File: src/rtl/branch_pc_ctrl_if.sv
// rtl/branch_pc_ctrl_if.sv - fetch/decode/execute branch bus for branch_pc_ctrl
interface branch_pc_ctrl_if;
  logic        stall;
  logic [31:0] pc;
  logic        dec_valid;
  logic [31:0] dec_pc;
  logic [31:0] dec_target;
  logic        dec_pred_taken;
  logic        ex_valid;
  logic [31:0] ex_pc;
  logic [31:0] ex_target;
  logic        ex_taken;
  logic        ex_pred;
  logic        flush_id;
  logic        flush_ex;

  modport master (
    output stall, dec_valid, dec_pc, dec_target,
    output ex_valid, ex_pc, ex_target, ex_taken, ex_pred,
    input  pc, dec_pred_taken, flush_id, flush_ex
  );

  modport slave (
    input  stall, dec_valid, dec_pc, dec_target,
    input  ex_valid, ex_pc, ex_target, ex_taken, ex_pred,
    output pc, dec_pred_taken, flush_id, flush_ex
  );
endinterface

File: src/rtl/branch_pc_ctrl.sv
// rtl/branch_pc_ctrl.sv - fetch PC sequencer with bimodal predictor; BP_STATS_EN adds counters
module branch_pc_ctrl #(
  parameter int          IDX_BITS = 6,
  parameter logic [31:0] RESET_PC = 32'h0000_0000
) (
  input  logic                clk,
  input  logic                rst,
  branch_pc_ctrl_if.slave     bus
`ifdef BP_STATS_EN
  ,
  output logic [31:0]         stat_branches,
  output logic [31:0]         stat_mispredicts
`endif
);

  localparam int ENTRIES = 1 << IDX_BITS;

  logic [31:0]         pc_q;
  logic [31:0]         pc_next;
  logic [31:0]         correct_pc;
  logic [1:0]          table_q [ENTRIES];
  logic [IDX_BITS-1:0] dec_idx;
  logic [IDX_BITS-1:0] ex_idx;
  logic [1:0]          ex_ctr;
  logic [1:0]          ex_ctr_next;
  logic                mispredict;
  logic                dec_redirect;
  logic                pred_bit;

  assign dec_idx = bus.dec_pc[IDX_BITS+1:2];
  assign ex_idx  = bus.ex_pc[IDX_BITS+1:2];

  // Only the index bits of the branch PCs address the table.
  logic unused_pc_bits;
  assign unused_pc_bits = ^{bus.dec_pc[31:IDX_BITS+2], bus.dec_pc[1:0],
                            bus.ex_pc[1:0]};

  assign pred_bit           = table_q[dec_idx][1];
  assign bus.dec_pred_taken = bus.dec_valid & pred_bit;

  assign mispredict   = !rst && bus.ex_valid && (bus.ex_taken != bus.ex_pred);
  assign dec_redirect = !rst && bus.dec_pred_taken && !bus.stall && !mispredict;
  assign correct_pc   = bus.ex_taken ? bus.ex_target : bus.ex_pc + 32'd4;

  assign bus.flush_ex = mispredict;
  assign bus.flush_id = mispredict | dec_redirect;
  assign bus.pc       = pc_q;

  always_comb begin
    pc_next = pc_q + 32'd4;
    if (mispredict) begin
      pc_next = correct_pc;
    end else if (dec_redirect) begin
      pc_next = bus.dec_target;
    end else if (bus.stall) begin
      pc_next = pc_q;
    end
  end

  always_ff @(posedge clk) begin
    if (rst) begin
      pc_q <= RESET_PC;
    end else begin
      pc_q <= pc_next;
    end
  end

  // Saturating 2-bit counter step toward the resolved outcome.
  assign ex_ctr = table_q[ex_idx];
  always_comb begin
    ex_ctr_next = ex_ctr;
    if (bus.ex_taken) begin
      if (ex_ctr != 2'b11) ex_ctr_next = ex_ctr + 2'd1;
    end else begin
      if (ex_ctr != 2'b00) ex_ctr_next = ex_ctr - 2'd1;
    end
  end

  always_ff @(posedge clk) begin
    if (rst) begin
      for (int i = 0; i < ENTRIES; i++) begin
        table_q[i] <= 2'b01;
      end
    end else if (bus.ex_valid) begin
      table_q[ex_idx] <= ex_ctr_next;
    end
  end

`ifdef BP_STATS_EN
  always_ff @(posedge clk) begin
    if (rst) begin
      stat_branches    <= 32'd0;
      stat_mispredicts <= 32'd0;
    end else begin
      if (bus.ex_valid) stat_branches <= stat_branches + 32'd1;
      if (mispredict)   stat_mispredicts <= stat_mispredicts + 32'd1;
    end
  end
`endif

endmodule

File: src/flat_wrapper.sv
// flat-port wrapper written by rule: the top's interface ports become plain ports
module branch_pc_ctrl_flat 
#(
  parameter int          IDX_BITS = 6,
  parameter logic [31:0] RESET_PC = 32'h0000_0000
)
  (clk, rst, bus_stall, bus_dec_valid, bus_dec_pc, bus_dec_target, bus_ex_valid, bus_ex_pc, bus_ex_target, bus_ex_taken, bus_ex_pred, bus_pc, bus_dec_pred_taken, bus_flush_id, bus_flush_ex);
  branch_pc_ctrl_if bus_i ();
  input  logic clk;
  input  logic rst;
  input wire logic [$bits(bus_i.stall)-1:0] bus_stall;
  input wire logic [$bits(bus_i.dec_valid)-1:0] bus_dec_valid;
  input wire logic [$bits(bus_i.dec_pc)-1:0] bus_dec_pc;
  input wire logic [$bits(bus_i.dec_target)-1:0] bus_dec_target;
  input wire logic [$bits(bus_i.ex_valid)-1:0] bus_ex_valid;
  input wire logic [$bits(bus_i.ex_pc)-1:0] bus_ex_pc;
  input wire logic [$bits(bus_i.ex_target)-1:0] bus_ex_target;
  input wire logic [$bits(bus_i.ex_taken)-1:0] bus_ex_taken;
  input wire logic [$bits(bus_i.ex_pred)-1:0] bus_ex_pred;
  output wire logic [$bits(bus_i.pc)-1:0] bus_pc;
  output wire logic [$bits(bus_i.dec_pred_taken)-1:0] bus_dec_pred_taken;
  output wire logic [$bits(bus_i.flush_id)-1:0] bus_flush_id;
  output wire logic [$bits(bus_i.flush_ex)-1:0] bus_flush_ex;
  assign bus_i.stall = bus_stall;
  assign bus_i.dec_valid = bus_dec_valid;
  assign bus_i.dec_pc = bus_dec_pc;
  assign bus_i.dec_target = bus_dec_target;
  assign bus_i.ex_valid = bus_ex_valid;
  assign bus_i.ex_pc = bus_ex_pc;
  assign bus_i.ex_target = bus_ex_target;
  assign bus_i.ex_taken = bus_ex_taken;
  assign bus_i.ex_pred = bus_ex_pred;
  assign bus_pc = bus_i.pc;
  assign bus_dec_pred_taken = bus_i.dec_pred_taken;
  assign bus_flush_id = bus_i.flush_id;
  assign bus_flush_ex = bus_i.flush_ex;
  branch_pc_ctrl #(.IDX_BITS(IDX_BITS), .RESET_PC(RESET_PC)) u_core (.clk(clk), .rst(rst), .bus(bus_i));
endmodule
File: config.mk
export PLATFORM = sky130hd
export DESIGN_NAME = branch_pc_ctrl_flat
export DESIGN_NICKNAME = d
export VERILOG_FILES = /design/src/rtl/branch_pc_ctrl_if.sv /design/src/rtl/branch_pc_ctrl.sv /design/src/flat_wrapper.sv
export SDC_FILE = /design/constraint.sdc
export NUM_CORES = 1
export LEC_CHECK = 0
export BUFFER_PORTS_ARGS = -buffer_cell sky130_fd_sc_hd__buf_2
export CAP_MARGIN = 20
export CORE_MARGIN = 3
export CORE_UTILIZATION = 39
export DETAILED_ROUTE_END_ITERATION = 7
export PLACE_DENSITY_LB_ADDON = 0.05
export SKIP_LAST_GASP = 1
export SLEW_MARGIN = 30
export SYNTH_ARGS = -nofsm -noshare
export SYNTH_HDL_FRONTEND = slang
export SYNTH_SLANG_ARGS = --single-unit
export TNS_END_PERCENT = 20
File: constraint.sdc
create_clock -name clk -period 6.7 [get_ports clk]
set_clock_uncertainty 0.2 [all_clocks]
set_input_delay 1.34 -clock clk [delete_from_list [all_inputs] [get_ports clk]]
set_output_delay 1.34 -clock clk [all_outputs]
set_load 0.05 [all_outputs]
==> flow_metrics.env, run 1 <==
export IMPL_cts_buffers=17
export IMPL_synthFlopType="edfxtp_1"
export IMPL_slew_violations=0
export IMPL_synth_top_cell_area_share=0.3736
export IMPL_path_clk_slew_ns=0.07
export IMPL_cts_root_buffer="clkbuf_16"
export IMPL_cts_max_level=4
export IMPL_fin_area_sq_um=11710
export IMPL_postCtsHoldBufs=0
export IMPL_hpwl_um=25480
export IMPL_status="finished, final reports clean"
export IMPL_p_per_area_nw_per_um2=218.7
export IMPL_peakVddDrop_mv=0.1223
export IMPL_relSlewSlack=0.3613
export IMPL_fillCellCount=2516
export IMPL_fin_nets=1286
export IMPL_max_freq_ghz=0.1802
export IMPL_yosysTopAreaCell="edfxtp_1"
export IMPL_final_layout_size_suffix_gt1_frac=0.2444
export IMPL_synth_edff_count=128
export IMPL_crit_required_ns=5.16
export IMPL_grt_max_degree=44
export IMPL_avgRoutedWirePerCell_um=24.54
export IMPL_period_needed_ns=5.550
export IMPL_cp_start_kind="primary input"
export IMPL_num_vias=9198
export IMPL_post_route_period_util=0.8283
export IMPL_regArea_sq_um=4484
export IMPL_seq_area_frac_synth=0.4359
export IMPL_cts_tree="yes"
export IMPL_syn2layout_area_growth_pct=13.80
export IMPL_ios=170
export IMPL_hold_class="reg2reg"
export IMPL_setup_worst_path_end_class="primary output"
export IMPL_post_cts_buffers=0
export IMPL_clock_latency_ns=0.43
export IMPL_synthCells=1060
export IMPL_dieHeight_um=168.4
export IMPL_critPathKind="in2out"
export IMPL_fp_row_count=58
export IMPL_portBuffers=143
export IMPL_wirelength_um=36670
export IMPL_clockBufferDepth=2
export IMPL_grt_antenna_before_repair=3
export IMPL_synth_area_leaders="edfxtp_1 37%, mux4_2 6.8%, dfxtp_1 6.2%"
export IMPL_setup_tns_ns=0
export IMPL_dieArea_sq_um=28360
export IMPL_leakagePower_nw=4.036
export IMPL_die_x_um=168.4
export IMPL_drc=0
export IMPL_vias_per_cell=6.157
export IMPL_tightest_slew_ns=0.9508
export IMPL_start_util=0.4027
export IMPL_yosysMostFrequentCell="edfxtp_1"
export IMPL_syn_nets=1197
export IMPL_post_cts_resized=0
export IMPL_cts_sinks=160
export IMPL_grtUsageTotal=0.2543
export IMPL_timing_max_cap_violations=0
export IMPL_synthTopCellsByCount="128 x edfxtp_1, 122 x nand2_1, 93 x nor2_1, 78 x nand3_1, 70 x o21ai_0"
export IMPL_gp_congestion=0.8617
export IMPL_avgSynthCellArea_sq_um=9.705
export IMPL_netlist_area_sq_um=10290
export IMPL_core_sq_um=25540
export IMPL_ant_nets=0
export IMPL_yosys_cell_types_count=76
export IMPL_first_global_vias=8470
export IMPL_drt_iter0_drc=1012
export IMPL_grt_ovfl_total=0
export IMPL_ys_ff_latch=160
export IMPL_grt_pass1_wl_um=54780
export IMPL_ys_warn_count=0
export IMPL_firstDrtPassIters=7
export IMPL_arrival_ns=4.01
export IMPL_utilization=0.4583
export IMPL_multi_input_area_sq_um=5244
export IMPL_cp_max_fo=16
export IMPL_setup_viol=0
export IMPL_placedInstanceArea_sq_um=11130
export IMPL_hold_viol=0
export IMPL_rsz0062_at_grt="false"
export IMPL_synthArstFlopShare=0
-- stage by stage --
| stage | hold slack, ns | power (W) | setup WS (ns) | std cells |
|---|---|---|---|---|
| after floorplan | 0.5140 | 0.001444 | 2.145 | 1060 |
| after global placement | 0.2997 | 0.001594 | 1.200 | 1460 |
| after detailed placement | 0.3049 | 0.001594 | 1.188 | 1460 |
| after CTS | 0.3268 | 0.002558 | 1.181 | 1492 |
| after global routing | 0.3577 | 0.002643 | 0.9921 | 1494 |
| final | 0.3259 | 0.002560 | 1.150 | 1494 |
-- sequential cells by signal, summed over array words and instances, names as in the netlist --
name            count
u_core.bus.pc      32
u_core.table_q    128
-- metal layers --
| layer | up-vias | share of wire | GRT usage |
|---|---|---|---|
| met5 | - | 0.00019 | 0 |
| met4 | 2 | 0.014 | 0.06012 |
| met3 | 32 | 0.079 | 0.04132 |
| met2 | 401 | 0.45 | 0.3827 |
| met1 | 4543 | 0.46 | 0.3841 |
| li1 | 4220 | - | - |
-- cells by family (layout without fill, tap and decap cells) --
| group | count (synthesis) | after routing | synth area share |
|---|---|---|---|
| fa+ha+maj | 4 | 4 | 0.004621 |
| mux | 71 | 71 | 0.1093 |
| xor+xnor | 31 | 31 | 0.02639 |
| other cells | 0 | 2 | 0 |
| simple gates | 462 | 462 | 0.2205 |
| compound gates | 217 | 217 | 0.1467 |
| buf+inv | 115 | 217 | 0.05655 |
| flops | 160 | 160 | 0.4359 |
-- layout make-up --
type                       count  area share
antenna                        2   0.0004275
multi-input combinational    785      0.4479
clock buffer                  17     0.03634
timing repair buffer         167     0.07866
tap                          330     0.03527
inverter                      18    0.005878
sequential                   160      0.3830
clock inverter                15     0.01250
-- worst max-delay path: stages --
cell      delay [ns]
buf_2           0.52
mux4_2          0.59
mux2i_1         0.38
a221oi_2        0.15
a22oi_2         0.36
and2_1          0.20
inv_1           0.17
buf_2           0.27
-- cells in the final DEF (no fill, tap or decap), types with 8 or more instances in the layout --
cell and n:
inv_1 14, dfxtp_1 32, nor2b_1 11, o21ai_0 70, a31oi_1 8, a221oi_1 14
buf_4 22, and3_1 24, nand3_1 78, a22oi_1 15, a21oi_1 22, o22ai_1 9
nor3_1 53, clkbuf_16 17, a211oi_1 14, nand2_1 122, buf_2 143, mux4_2 31
xor2_1 20, mux2_2 21, nand4_1 19, nor2_1 92, xnor2_1 11, edfxtp_1 128
mux2i_1 19
-- path summary, 6_finish.rpt --
check | from | endpoint | slack [ns] | cells after the start
worst max-delay path | bus_dec_pc[3] | bus_flush_id | 1.15 | 8
worst min-delay path | u_core.bus.pc[31] | u_core.bus.pc[31] | 0.33 | 2
worst max register to register | u_core.table_q[27][0] | u_core.table_q[48][1] | 3.21 | 8
worst min register to register | u_core.bus.pc[31] | u_core.bus.pc[31] | 0.33 | 2
-- where the power goes --
part           switching [W]  internal, W  total (W)
Sequential         0.0000260      0.00110    0.00113
Clock               0.000485     0.000497   0.000982
Combinational       0.000311     0.000142   0.000453
Total               0.000822      0.00174    0.00256
No activity file was read; power rests on OpenSTA's default activity.
==> inputs of run 2 (changes only) <==
Settings changed: ABC_AREA set to 1.
Clock period 6.7 ns to 5.2 ns, I/O delays scaled along.
==> run 2 against run 1 <==
- setup slack worse by 0.38 ns
- sequential cell count stayed put
- via count is 13% higher
- synthesized cell count is 42% higher
- final cell count is 31% higher
- area after synthesis is 2.2% higher
- sequential power is 30% higher
- clock power is 37% higher
- wire length is 0.21% higher
- utilization is 0.18 points higher
- combinational power is 40% higher
==> flow_metrics.env, run 2 <==
export IMPL_synth_top_cell_area_share=0.3655
export IMPL_regArea_sq_um=4484
export IMPL_cp_cell_sequence="buf_2, inv_1, buf_12, nand2_1, nand3_1, nand3_1, nand2_1, nand2_1, nand3_1, nand3_1, nand2_1, nand3_2, nand2_1, buf_2"
export IMPL_synthFlopType="edfxtp_1"
export IMPL_dp_cells=1923
export IMPL_avgRoutedWirePerCell_um=18.79
export IMPL_ys_ff_latch=160
export IMPL_path_clk_slew_ns=0.07
export IMPL_wirelength_um=36750
export IMPL_cts_tree="yes"
export IMPL_cp_slowest_stage_delay_ns=0.39
export IMPL_max_freq_ghz=0.2256
export IMPL_cts_sinks=160
export IMPL_relSlewSlack=0.3286
export IMPL_grt_ovfl_total=0
export IMPL_setup_viol=0
export IMPL_ios=170
export IMPL_vias_per_cell=5.305
export IMPL_core_sq_um=26280
export IMPL_gp_congestion=0.9092
export IMPL_clock_latency_ns=0.44
export IMPL_hold_class="reg2reg"
export IMPL_multi_input_area_sq_um=4957
export IMPL_most_common_layout_cells="412 x nand2_1, 261 x nor2_1, 177 x inv_1"
export IMPL_post_cts_buffers=0
export IMPL_grt_antenna_before_repair=1
export IMPL_postCtsHoldBufs=0
export IMPL_firstDrtPassIters=6
export IMPL_seq_area_frac_synth=0.4264
export IMPL_clockBufferDepth=2
export IMPL_p_per_area_nw_per_um2=285.4
export IMPL_leakagePower_nw=4.996
export IMPL_cp_max_fo=20
export IMPL_top_register="u_core.table_q"
export IMPL_slowest_stage="inv_1"
export IMPL_yosys_cell_types_count=40
export IMPL_crit_required_ns=3.96
export IMPL_drc=0
export IMPL_syn_nets=1639
export IMPL_cp_common_cell="nand2_1"
export IMPL_slew_violations=0
export IMPL_synthTopCellsByCount="413 x nand2_1, 261 x nor2_1, 179 x inv_1, 152 x nand3_1, 128 x edfxtp_1"
export IMPL_synth_edff_count=128
export IMPL_start_util=0.4002
export IMPL_post_cts_resized=0
export IMPL_cts_max_level=4
export IMPL_grt_pass1_wl_um=55460
export IMPL_hpwl_um=25660
export IMPL_cts_buffers=17
export IMPL_cp_start_kind="primary input"
export IMPL_num_vias=10380
export IMPL_final_common_cell="nand2_1"
export IMPL_tightest_slew_ns=1.006
export IMPL_avgSynthCellArea_sq_um=7.002
export IMPL_synthArstFlopShare=0
export IMPL_ant_nets=0
export IMPL_setup_tns_ns=0
export IMPL_ys_warn_count=0
export IMPL_portBuffers=143
export IMPL_grt_max_degree=95
export IMPL_stdcell_count=1956
export IMPL_drt_iter0_drc=1251
export IMPL_dieArea_sq_um=28970
export IMPL_hold_viol=0
export IMPL_cts_root_buffer="clkbuf_16"
export IMPL_synthCells=1502
export IMPL_largest_reg_flops=128
export IMPL_fin_nets=1744
export IMPL_period_needed_ns=4.432
export IMPL_syn2layout_area_growth_pct=14.97
export IMPL_yosysMostFrequentCell="nand2_1"
export IMPL_fp_row_count=59
export IMPL_fillCellCount=2765
export IMPL_netlist_area_sq_um=10520
export IMPL_synth_area_leaders="edfxtp_1 37%, nand2_1 15%, nor2_1 9.3%"
export IMPL_timing_max_cap_violations=0
export IMPL_setup_worst_path_end_class="primary output"
export IMPL_post_route_period_util=0.8523
export IMPL_arrival_ns=3.19
export IMPL_yosysTopAreaCell="edfxtp_1"
export IMPL_critPathKind="in2out"
export IMPL_status="finished, final reports clean"
export IMPL_rsz0062_at_grt="false"
export IMPL_first_global_vias=9489
export IMPL_final_layout_size_suffix_gt1_frac=0.1358
export IMPL_dieHeight_um=170.2
export IMPL_die_x_um=170.2
export IMPL_hold_worst_slack_ns=0.2714
export IMPL_peakVddDrop_mv=0.1562
export IMPL_grtUsageTotal=0.2503
run 2: changes by cell type after synthesis, sizes merged, moves of 21 or more:
cell	previous run	this run
nor2	94	263
nand3	79	157
mux4	31	0
clkbuf	59	27
nand2	122	415
inv	15	188
nor3	58	21
mux2	21	0
and3	24	0
run 2: worst max-delay path, delay by kind of cell:
kind                   cells  cell delay, ns
buffers and inverters      4            1.03
AND/OR/NAND/NOR           10            1.11
run 2: layout make-up:
cell class,count,share of cell area
multi-input cells,1079,0.4100
flip-flops and latches,160,0.3709
repair buffers,160,0.07316
inverters,189,0.05867
clock buffers,17,0.03518
well taps,335,0.03466
clock inverters,15,0.01728
diodes,1,0.0002070
run 2: kinds of logic (layout without fill, tap and decap cells):
family / count (synthesis) / in the layout / synth area share
other cells: 0 / 1 / 0
simple gates: 900 / 900 / 0.3596
compound gates: 137 / 137 / 0.07578
flops: 160 / 160 / 0.4264
fa+ha+maj: 2 / 2 / 0.002379
xor+xnor: 40 / 40 / 0.03331
buf+inv: 263 / 381 / 0.1025
run 2: worst paths after layout:
path / start / to / slack, ns / cells past startpoint
min: u_core.bus.pc[0] / u_core.bus.pc[0] / 0.27 / 2
max: bus_dec_pc[2] / bus_flush_id / 0.77 / 14
min reg2reg: u_core.bus.pc[0] / u_core.bus.pc[0] / 0.27 / 2
max reg2reg: u_core.bus.pc[2] / u_core.bus.pc[26] / 2.46 / 14
run 2: metal layers:
metal,track usage,up-vias,share of wire
li1,-,5073,-
met1,0.3778,4853,0.47
met2,0.3797,403,0.44
met3,0.03182,47,0.066
met4,0.06455,0,0.018
met5,0,-,0
run 2: through the flow:
stage | setup WS, ns | cell area (sq um) | total power [W] | util
after CTS | 0.7961 | 12090 | 0.003461 | 0.4600
after global placement | 0.8290 | 11450 | 0.002124 | 0.4357
after global routing | 0.5512 | 12090 | 0.003581 | 0.4601
final | 0.7680 | 12090 | 0.003451 | 0.4601
after detailed placement | 0.8056 | 11450 | 0.002125 | 0.4359
after floorplan | 0.9621 | 10520 | 0.001900 | -
run 2: power by group:
group / internal (W) / leakage (nW) / switching (W)
Sequential: 0.00142 / 1.41 / 0.0000460
Clock: 0.000705 / 0.304 / 0.000645
Combinational: 0.000172 / 3.28 / 0.000460
==> inputs of run 3 (changes only) <==
Settings changed: BUFFER_PORTS_ARGS -buffer_cell sky130_fd_sc_hd__buf_2 to -buffer_cell sky130_fd_sc_hd__buf_4.
==> run 3 against run 2 <==
- combinational power grew 5.4%
- via count shrank 0.38%
- worst hold slack lost 0.00056 ns
- global-route usage grew 0.13 points
- wire length grew 0.67%
- utilization grew 1.3 points
- critical path depth is the same
- critical path type unchanged
- largest power group unchanged
==> flow_metrics.env, run 3 (same netlist as run 2, synthesis figures left out) <==
export IMPL_period_needed_ns=4.679
export IMPL_drt_iter0_drc=1102
export IMPL_largest_reg_flops=128
export IMPL_slew_violations=0
export IMPL_top_register="u_core.table_q"
export IMPL_path_clk_slew_ns=0.07
export IMPL_relSlewSlack=0.3776
export IMPL_timing_max_cap_violations=0
export IMPL_cts_tree="yes"
export IMPL_stdcell_count=1956
export IMPL_portBuffers=143
export IMPL_grt_ovfl_total=0
export IMPL_clockBufferDepth=2
export IMPL_final_layout_size_suffix_gt1_frac=0.1363
export IMPL_ant_nets=0
export IMPL_post_route_period_util=0.8998
export IMPL_dieArea_sq_um=28970
export IMPL_fillCellCount=2721
export IMPL_cts_sinks=160
export IMPL_peakVddDrop_mv=0.1776
export IMPL_setup_viol=0
export IMPL_leakagePower_nw=5.104
export IMPL_most_common_layout_cells="412 x nand2_1, 261 x nor2_1, 178 x inv_1"
export IMPL_grt_pass1_wl_um=55390
export IMPL_clock_latency_ns=0.44
export IMPL_rsz0062_at_grt="false"
export IMPL_firstDrtPassIters=5
export IMPL_n_antenna_cell=0
export IMPL_p_per_area_nw_per_um2=282.0
export IMPL_grt_antenna_before_repair=0
export IMPL_gp_congestion=0.8939
export IMPL_max_freq_ghz=0.2137
export IMPL_crit_buf_inv=4
export IMPL_regArea_sq_um=4484
export IMPL_syn2layout_area_growth_pct=18.20
export IMPL_layout_setup_ws_ns=0.5208
export IMPL_status="finished, final reports clean"
export IMPL_critPathTopFamily="simple AND/OR/NAND/NOR gates"
export IMPL_drc=0
export IMPL_ios=170
export IMPL_post_cts_resized=0
export IMPL_avgRoutedWirePerCell_um=18.91
export IMPL_fin_nets=1745
export IMPL_critPathKind="in2out"
export IMPL_setup_worst_path_end_class="primary output"
export IMPL_slowest_stage="nand2_1"
export IMPL_multi_input_area_sq_um=4957
export IMPL_final_common_cell="nand2_1"
export IMPL_cp_common_cell="nand2_1"
export IMPL_hpwl_um=26020
export IMPL_hold_class="reg2reg"
export IMPL_cp_cell_sequence="buf_4, inv_1, buf_4, nand2_1, nand3_1, nand3_1, nand2_1, nand2_1, nand3_1, nand3_1, nand2_1, nand3_2, nand2_1, buf_4"
export IMPL_dieHeight_um=170.2
export IMPL_core_sq_um=26280
export IMPL_hold_viol=0
export IMPL_dp_cells=1924
export IMPL_cp_start_kind="primary input"
export IMPL_wirelength_um=36990
export IMPL_first_global_vias=9537
export IMPL_vias_per_cell=5.285
export IMPL_crit_required_ns=3.96
export IMPL_cts_root_buffer="clkbuf_16"
export IMPL_dp_slack_ns=0.5862
export IMPL_cts_max_level=4
export IMPL_cp_slowest_stage_delay_ns=0.34
export IMPL_arrival_ns=3.44
export IMPL_hold_worst_slack_ns=0.2708
export IMPL_num_vias=10340
export IMPL_post_cts_buffers=0
export IMPL_grt_max_degree=95
export IMPL_tightest_slew_ns=0.9326
export IMPL_die_x_um=170.2
export IMPL_setup_tns_ns=0
export IMPL_postCtsHoldBufs=0
export IMPL_start_util=0.4002
export IMPL_fp_row_count=59
export IMPL_cts_buffers=17
export IMPL_cp_max_fo=33
export IMPL_grtUsageTotal=0.2516
export IMPL_utilization=0.4731
## run 3: changes by cell type in the layout (fill, tap and decap cells not counted), moves of 2 or more
cell and change:
buf_4 +146, buf_2 -143, buf_12 -2, clkinv_8 -2
## run 3: area by class of cell
cell class / count / share of cell area
clock buffer: 17 / 0.03422
clock inverter: 15 / 0.01701
inverter: 189 / 0.05707
multi-input combinational: 1079 / 0.3988
sequential: 160 / 0.3607
tap: 335 / 0.03372
timing repair buffer: 161 / 0.09853
## run 3: power by group
group	internal, W	total, W	leakage [nW]	switching (W)
Clock	0.000745	0.00137	0.312	0.000625
Sequential	0.00142	0.00147	1.41	0.0000473
Combinational	0.000207	0.000666	3.38	0.000459
## run 3: path summary, 6_finish.rpt
path / startpoint / end / slack, ns / cells past startpoint
max: bus_dec_pc[2] / bus_flush_id / 0.52 / 14
min: u_core.bus.pc[0] / u_core.bus.pc[0] / 0.27 / 2
max reg2reg: u_core.table_q[38][1] / u_core.table_q[61][0] / 2.35 / 9
min reg2reg: u_core.bus.pc[0] / u_core.bus.pc[0] / 0.27 / 2
## run 3: stage by stage
stage | area (sq um) | total power [W]
final | 12430 | 0.003506
after global routing | 12430 | 0.003638
after CTS | 12430 | 0.003516
after detailed placement | 11800 | 0.002159
after global placement | 11790 | 0.002157
after floorplan | 10520 | 0.001900
## run 3: worst reg2reg max path: cells and delay by family, from the launching register on
kind            cells  cell delay [ns]
simple gates        5             1.06
buf+inv             1             0.34
flops               1             0.41
compound gates      3             0.57
## run 3: routing by layer
| layer | GRT usage | part of all wire | vias to the layer above | wire length [um] |
|---|---|---|---|---|
| met5 | 0 | 0 | - | 0 |
| met4 | 0.08466 | 0.028 | 0 | 1044 |
| met3 | 0.04274 | 0.072 | 73 | 2665 |
| met2 | 0.3672 | 0.44 | 359 | 16110 |
| met1 | 0.3769 | 0.46 | 4837 | 17170 |
| li1 | - | - | 5068 | - |
